`config.mk`:
```
export PLATFORM = sky130hd
export DESIGN_NAME = wb_x_arbiter
export DESIGN_NICKNAME = d
export VERILOG_FILES = /design/src/rtl/wb_x_arbiter_pkg.sv /design/src/rtl/wb_rr_arbiter.sv /design/src/rtl/wb_x_arbiter.sv
export SDC_FILE = /design/constraint.sdc
export NUM_CORES = 1
export LEC_CHECK = 0
export BUFFER_PORTS_ARGS = -buffer_cell sky130_fd_sc_hd__buf_2
export CAP_MARGIN = 15
export CORE_MARGIN = 3
export CORE_UTILIZATION = 45
export DETAILED_ROUTE_END_ITERATION = 8
export PLACE_DENSITY = 0.86
export SYNTH_ARGS = -nofsm -noshare
export SYNTH_HDL_FRONTEND = slang
export SYNTH_SLANG_ARGS = --single-unit
```
`constraint.sdc`:
```
create_clock -name clk -period 3.11 [get_ports clk]
set_input_delay 0.622 -clock clk [delete_from_list [all_inputs] [get_ports clk]]
set_output_delay 0.622 -clock clk [all_outputs]
set_load 0.02 [all_outputs]
```
`src/rtl/wb_x_arbiter_pkg.sv`:
```
// ============================================================================
//  Module      : wb_x_arbiter_pkg
//  Description : Shared widths, payload struct and helpers for the scalar
//                write-back arbiter. The width macros normally come from the
//                shared define set; fallback values are provided here so the
//                slice builds stand-alone.
//  Revision    : 1.0 - initial release
// ============================================================================
`default_nettype none

`ifndef DEPTH_WARP
`define DEPTH_WARP 3
`endif
`ifndef XLEN
`define XLEN 32
`endif
`ifndef REGIDX_WIDTH
`define REGIDX_WIDTH 5
`endif
`ifndef REGEXT_WIDTH
`define REGEXT_WIDTH 3
`endif

package wb_x_arbiter_pkg;

  localparam int WB_WARP_W = `DEPTH_WARP;
  localparam int WB_REG_W  = `REGIDX_WIDTH + `REGEXT_WIDTH;
  localparam int WB_DATA_W = `XLEN;

  // One write-back beat as held in the output register.
  typedef struct packed {
    logic [WB_WARP_W-1:0] warp_id;
    logic                 wxd;
    logic [WB_REG_W-1:0]  reg_idxw;
    logic [WB_DATA_W-1:0] data;
  } wb_payload_t;

  // Index increment with wrap-around at n (round-robin pointer advance).
  function automatic int wb_wrap_inc(input int idx, input int n);
    return (idx + 1 >= n) ? 0 : idx + 1;
  endfunction

endpackage

`default_nettype wire

```
`src/rtl/wb_rr_arbiter.sv`:
```
// ============================================================================
//  Module      : wb_rr_arbiter
//  Description : NUM_SRC-wide single-grant arbiter. With WB_X_RR_ARB_EN
//                defined it is round-robin (pointer register inside, search
//                from the pointer upward with wrap). Without the macro it is
//                fixed priority, lowest index wins, with no state at all.
//                NUM_SRC must be at least 2.
//  Revision    : 1.0 - initial release
// ============================================================================
`default_nettype none

module wb_rr_arbiter
  import wb_x_arbiter_pkg::*;
#(
  parameter int NUM_SRC = 4
) (
`ifdef WB_X_RR_ARB_EN
  input  logic               clk,
  input  logic               rst_n,
  input  logic               i_advance,
`endif
  input  logic [NUM_SRC-1:0] i_req,
  output logic [NUM_SRC-1:0] o_grant
);

  logic w_found;

`ifdef WB_X_RR_ARB_EN
  localparam int PW = (NUM_SRC > 1) ? $clog2(NUM_SRC) : 1;

  logic [PW-1:0] r_ptr;
  logic [PW-1:0] w_gidx;

  // Rotating search: first requester at or above the pointer, wrapping.
  always_comb begin : c_rr_search
    int j;
    j       = 0;
    w_found = 1'b0;
    w_gidx  = '0;
    o_grant = '0;
    for (int k = 0; k < NUM_SRC; k++) begin
      j = (int'(r_ptr) + k) % NUM_SRC;
      if (!w_found && i_req[j]) begin
        w_found    = 1'b1;
        o_grant[j] = 1'b1;
        w_gidx     = PW'(j);
      end
    end
  end

  // Pointer moves past the winner only when a transfer actually happens.
  always_ff @(posedge clk) begin
    if (!rst_n) begin
      r_ptr <= '0;
    end else if (i_advance) begin
      r_ptr <= PW'(wb_wrap_inc(int'(w_gidx), NUM_SRC));
    end
  end
`else
  // Fixed priority: lowest requesting index wins.
  always_comb begin : c_fixed_search
    w_found = 1'b0;
    o_grant = '0;
    for (int k = 0; k < NUM_SRC; k++) begin
      if (!w_found && i_req[k]) begin
        w_found    = 1'b1;
        o_grant[k] = 1'b1;
      end
    end
  end
`endif

endmodule

`default_nettype wire

```
`src/rtl/wb_x_arbiter.sv`:
```
// ============================================================================
//  Module      : wb_x_arbiter
//  Description : Arbitrates NUM_SRC scalar write-back sources onto the single
//                scalar register-file write port through one output register
//                stage (bubble-free: reload whenever empty or draining).
//                Config macro: WB_X_RR_ARB_EN selects round-robin
//                arbitration; undefined gives fixed lowest-index priority.
//  Revision    : 1.0 - initial release
// ============================================================================
`default_nettype none

module wb_x_arbiter
  import wb_x_arbiter_pkg::*;
#(
  parameter int NUM_SRC = 4
) (
  input  logic                                            clk,
  input  logic                                            rst_n,
  input  logic [NUM_SRC-1:0]                              in_valid_i,
  output logic [NUM_SRC-1:0]                              in_ready_o,
  input  logic [NUM_SRC*`DEPTH_WARP-1:0]                  in_warp_id_i,
  input  logic [NUM_SRC-1:0]                              in_wxd_i,
  input  logic [NUM_SRC*(`REGIDX_WIDTH+`REGEXT_WIDTH)-1:0] in_reg_idxw_i,
  input  logic [NUM_SRC*`XLEN-1:0]                        in_wb_wxd_rd_i,
  output logic                                            out_valid_o,
  input  logic                                            out_ready_i,
  output logic [`DEPTH_WARP-1:0]                          out_warp_id_o,
  output logic                                            out_wxd_o,
  output logic [`REGIDX_WIDTH+`REGEXT_WIDTH-1:0]          out_reg_idxw_o,
  output logic [`XLEN-1:0]                                out_wb_wxd_rd_o,
  output logic [NUM_SRC-1:0]                              out_src_o
);

  logic               w_load_en;
  logic [NUM_SRC-1:0] w_grant;
  wb_payload_t        w_sel;

  logic               r_out_valid;
  logic [NUM_SRC-1:0] r_out_src;
  wb_payload_t        r_out;

  // Output register can take a new beat when empty or being drained now.
  assign w_load_en  = !r_out_valid | out_ready_i;

  // Accept only the granted source, and nobody while reset is asserted.
  assign in_ready_o = rst_n ? (w_grant & {NUM_SRC{w_load_en}}) : '0;

`ifdef WB_X_RR_ARB_EN
  logic w_xfer;
  assign w_xfer = |(in_valid_i & in_ready_o);
`endif

  wb_rr_arbiter #(
    .NUM_SRC   (NUM_SRC)
  ) u_arb (
`ifdef WB_X_RR_ARB_EN
    .clk       (clk),
    .rst_n     (rst_n),
    .i_advance (w_xfer),
`endif
    .i_req     (in_valid_i),
    .o_grant   (w_grant)
  );

  // One-hot AND-OR mux of the granted source's payload.
  always_comb begin
    w_sel = '0;
    for (int i = 0; i < NUM_SRC; i++) begin
      if (w_grant[i]) begin
        w_sel.warp_id  = in_warp_id_i[i*WB_WARP_W +: WB_WARP_W];
        w_sel.wxd      = in_wxd_i[i];
        w_sel.reg_idxw = in_reg_idxw_i[i*WB_REG_W +: WB_REG_W];
        w_sel.data     = in_wb_wxd_rd_i[i*WB_DATA_W +: WB_DATA_W];
      end
    end
  end

  // Output stage: load on grant, empty on drain with no grant, else hold.
  always_ff @(posedge clk) begin
    if (!rst_n) begin
      r_out_valid <= 1'b0;
      r_out_src   <= '0;
      r_out       <= '0;
    end else if (w_load_en) begin
      r_out_valid <= |w_grant;
      if (|w_grant) begin
        r_out     <= w_sel;
        r_out_src <= w_grant;
      end
    end
  end

  assign out_valid_o     = r_out_valid;
  assign out_src_o       = r_out_src;
  assign out_warp_id_o   = r_out.warp_id;
  assign out_wxd_o       = r_out.wxd;
  assign out_reg_idxw_o  = r_out.reg_idxw;
  assign out_wb_wxd_rd_o = r_out.data;

endmodule

`default_nettype wire

```
After elaboration in Yosys (flattened, before gate mapping)
Cells that the tools add are included.
{"block": "word_totals", "ff_bits": 49, "wordCells": 28, "inputBits": 183, "output_inout_bits": 53}
{"block": "op_classes", "n_mux": 11, "reduce_logical": 9, "bitwise": 2}
{"operator": "$mux 44", "n": 4}
{"operator": "$mux 1", "n": 6}
{"operator": "$and 4x4->4", "n": 1}
{"operator": "$logic_not 1->1", "n": 4}
{"operator": "$mux 4", "n": 1}
{"operator": "$reduce_or 4->1", "n": 1}
{"operator": "$logic_and 1x1->1", "n": 3}
{"operator": "$reduce_and 2->1", "n": 1}
{"operator": "$or 1x1->1", "n": 1}

Logic depth before layout (Yosys ltp)
{"block": "logic_depth", "depth_word": 12, "ltp_mapped": 7, "depth_no_buf": 4}

Hierarchy
A second synthesis with hierarchy kept.
{"block": "hier_totals", "hier_cells": 286, "area_unflattened_um2": 2907.8}
{"module": "wb_x_arbiter", "instances": 1, "seq_area_each_um2": 980.9, "cells_per_inst": 282, "area_each_um2": 2871.5}
{"module": "wb_rr_arbiter", "instances": 1, "seq_area_each_um2": 0.0, "cells_per_inst": 4, "area_each_um2": 36.3}

Least setup slack after synthesis
No wires, ideal clock.
{"block": "synth_timing", "kind": "input to output", "from": "input port in_valid_i[1]", "to": "output port in_ready_o[2]", "n_path_buf": 2, "slack_ps": 719, "path_stages": 3, "arrival_time_ps": 1769, "t_required_ps": 2488, "path_cell_list": "buf_4 buf_4 nor4b_1"}
{"block": "synth_via", "elab_chain_cells": 7}
{"element": "start, declared", "line_no": "wb_x_arbiter.sv:19", "text": "input logic [NUM_SRC-1:0] in_valid_i,"}
{"element": "$logic_and 1x1->1", "line_no": "wb_rr_arbiter.sv:65", "text": "if (!w_found && i_req[k]) begin"}
{"element": "$mux 1", "line_no": "wb_rr_arbiter.sv:65"}
{"element": "$logic_not 1->1", "line_no": "wb_rr_arbiter.sv:65"}
{"element": "$logic_and 1x1->1", "line_no": "wb_rr_arbiter.sv:65"}
{"element": "$mux 1", "line_no": "wb_rr_arbiter.sv:65"}
{"element": "$and 4x4->4", "line_no": "wb_x_arbiter.sv:46", "text": "assign in_ready_o = rst_n ? (w_grant & {NUM_SRC{w_load_en}}) : '0;"}
{"element": "$mux 4", "line_no": "wb_x_arbiter.sv:46"}
{"element": "end, declared", "line_no": "wb_x_arbiter.sv:20", "text": "output logic [NUM_SRC-1:0] in_ready_o,"}
Every way passes these cells.

Worst setup path after layout
{"block": "layout_timing", "from": "input port in_valid_i[2]", "to": "output port in_ready_o[2]"}
{"block": "layout_via", "elab_chain_cells": 4}
{"element": "$logic_and 1x1->1", "line_no": "wb_rr_arbiter.sv:65"}
{"element": "$mux 1", "line_no": "wb_rr_arbiter.sv:65"}
{"element": "$and 4x4->4", "line_no": "wb_x_arbiter.sv:46"}
{"element": "$mux 4", "line_no": "wb_x_arbiter.sv:46"}
Every way passes these cells.

==> summary.md <==
| Metric | Value |
|---|---|
| Outcome | `finished, final reports clean` |
| Io pins | `236` |
| WS Path Type | `input pin to output pin` |
| # diodes | `0` |
| Yosys cell types | `30` |
| RSZ-0062 raised after global routing | `false` |
| CP required | `2490 ps` |
| Most common cell after layout, fill and taps aside | `buf_2` |
| TritonCTS clock tree | `built` |
| Vias | `4102` |
| Most frequent cells in the layout | `235 x buf_2, 60 x a21oi_2, 49 x dfxtp_1, 47 x nand2_1, 45 x inv_1` |
| Setup violators final | `0` |
| First-pass detailed-route iteration total | `4` |
| Routed WL | `12000 um` |
| Endpoint, Worst Hold | `out_src_o[0]$_SDFFE_PN0P_` |
| Complex-gate fraction of the synthesized area | `49.0%` |
| Worst reg-to-reg setup slack | `1250 ps` |
| Fin nets | `822` |
| Gpl congestion | `0.848` |
| Post-synthesis cell count | `roughly 430` |
| Final Hold Viols | `0` |
| DRC | `0` |
| Non-filler instance count after layout | `between 700 and 800` |
| Crit path cell chain | `buf_2, nor4b_1, buf_2` |
| Ranking of synthesized cells by area | `dfxtp_1 28%, a21oi_2 15%, a221o_1 13%` |
| TritonCTS Buffers | `5` |
| Number of global-route vias before repair | `3909` |
| Reg2reg end | `out_wb_wxd_rd_o[17]$_SDFFE_PN0P_` |
| H-tree Lvls | `2` |
| Port-buffer cells | `around 240` |
| Root buf cell | `clkbuf_8` |
| Adder-cell area share of the yosys netlist | `0%` |
| Max-Slew Margin vs Limit | `47.2%` |
| Worst Hold Depth | `2` |
| Placed insts | `731` |
| Mux contribution to synthesized area | `0%` |
| Post-CTS Setup Inserts | `0` |
| Initial Util | `46.9%` |
| Crit path max fanout | `30` |
| Critical Path Slowest Stage Cell | `buf_2` |
| Main combinational cell family by area after synthesis | `compound AO/OA/AOI/OAI gates` |
| Final Max Slew Viols | `0` |
| Setup TNS | `0 ps` |
| Fraction of layout cells with a size suffix above 1 | `50.9%` |
| Total global routing overflow | `0` |
| Post-synthesis xor/xnor area fraction | `0%` |
| FF+latch count, synth | `49` |
| Syn. warnings | `0` |
| CP most frequent cell | `buf_2` |
| Initial antenna violation count | `0` |
| Area growth from synthesis to final layout | `36.0%` |
| Minimum clock period | `between 2000 and 2500 ps` |
| Post-cts resize count | `0` |
| Largest net degree at the start of global routing | `49` |
| Max Cap Violations | `0` |
| Worst setup SP type | `input pin` |
| Post-synthesis cell area | `between 0.003 and 0.004 sq mm` |
| Vias per cell | `5.55` |
| Max Fclk | `416 MHz` |
| Clock transition at path regs | `approximately 90 ps` |
| Core Box Area | `0.00737 sq mm` |
| 1st-iter DRT viols | `176` |
| Final Instance Area | `0.00470 sq mm` |
| Core Rows | `31` |
| Max incr delay on CP | `between 400 and 500 ps` |
| Yosys top cell area share | `between 20 and 30%` |
| Slew @ Worst Pin | `791 ps` |
| Worst IR Drop VDD | `0.188 mV` |
| Post-synthesis sequential area ratio | `28.4%` |
| Die area | `slightly below 0.009 sq mm` |
| Lkg Pwr | `2.29 nW` |
| Bufs on Longest Clock Path | `2` |
| Synth area leader | `dfxtp_1` |
| Worst skew pair latency | `300 ps` |
| Cells on worst reg2reg path | `5` |
| Pwr/cell area | `371 mW/mm^2` |
| RR Startpoint | `out_valid_o$_SDFFE_PN0N_` |
| DRT antenna net count | `0` |
| Hold Buf Count CTS | `0` |
| Simple-gate share of the synthesized area | `9.55%` |
| Crit end category | `output pin` |
| Total power | `0.00174 W` |
| Mean Syn Cell Area | `8.02 sq um` |
| CTS Sinks | `49` |
| WL/cell | `16.3 um` |
| First-pass GRT wire length | `18200 um` |
| Dpl hpwl | `~9100 um` |
| Die width | `approximately 94 um` |
| Post-DP Area | `0.00460 sq mm` |
| Overall routing resource usage | `25.7%` |
| Final period util | `roughly 77%` |
| Syn Nets | `614` |
| Worst Min Path Start | `out_src_o[0]$_SDFFE_PN0P_` |
| Die height | `93.7 um` |
| Crit path DAT | `1780 ps` |
| Post-Route Skew | `10.9 ps` |
| Hold Path Class | `flip-flop to flip-flop` |
-- power breakdown --
| group | switching [W] | internal [W] |
|---|---|---|
| sequential | 0.0000289 | 0.000686 |
| clock | 0.000208 | 0.000201 |
| combinational | 0.000357 | 0.000262 |
| total | 0.000594 | 0.00115 |
-- logic make-up after synthesis --
logic type             Yosys count
AOI/OAI and AO/OA              225
DFF                             49
buffers and inverters           93
and+or+nand+nor                 64
-- metrics by stage --
stage                     hold slack (ps)  util [%]  setup slack (ps)
after detailed placement              455      62.4               554
after CTS                             468      63.8               685
final                                 464      63.8               708
after global routing                  496      63.8               519
after floorplan                       539         -               719
after global placement                454      62.4               687
-- worst max-delay path by stage --
stage	from	end	slack (ps)	depth (start not counted)
global route	in_valid_i[2]	in_ready_o[2]	520	3
global placement	in_valid_i[1]	out_wb_wxd_rd_o[23]$_SDFFE_PN0P_	690	6
finish	in_valid_i[2]	in_ready_o[2]	710	3
CTS	in_valid_i[2]	in_ready_o[2]	690	3
floorplan	in_valid_i[1]	in_ready_o[2]	720	3
detailed placement	in_valid_i[1]	out_wb_wxd_rd_o[17]$_SDFFE_PN0P_	550	6
-- worst max-delay path: cells and delay by family --
kind / cells / cell delay [ps]
buffers and inverters: 2 / 720
and+or+nand+nor: 1 / 440
-- synthesized netlist by cell type (all sizes together) --
cell type  instances
clkbuf            15
nor4               1
o31a               1
dfxtp             49
nor3b              2
a221o             44
a211oi            44
a21boi             1
nor2b              4
o21ai             44
nand2             47
and3               1
a31o               1
or2                1
buf               33
inv               45
a21oi             89
a22oi              1
nor4b              1
nor3               2
or3                1
nand2b             1
nor2               3
-- registers in the layout (all words and copies together), names as in the netlist --
| signal | count |
|---|---|
| out_wb_wxd_rd_o | 32 |
| out_reg_idxw_o | 8 |
| out_src_o | 4 |
| out_warp_id_o | 3 |
| out_valid_o | 1 |
| out_wxd_o | 1 |
-- routing by layer --
layer | GRT usage [%] | vias up | part of all wire, %
li1 | - | 1999 | -
met1 | 30.9 | 1878 | 40
met2 | 46.8 | 207 | 51
met3 | 2.96 | 18 | 7.8
met4 | 9.27 | 0 | 1.9
met5 | 0 | - | 0
-- layout make-up --
class	instances	area [sq um]
Clock buffer	7	96.3
Tap cell	99	124
Multi-Input combinational cell	289	2030
Clock inverter	1	5.00
Timing Repair Buffer	249	1290
Sequential cell	49	981
Inverter	45	169
Fill cell	670	2670
(Power assumes the default switching activity.)
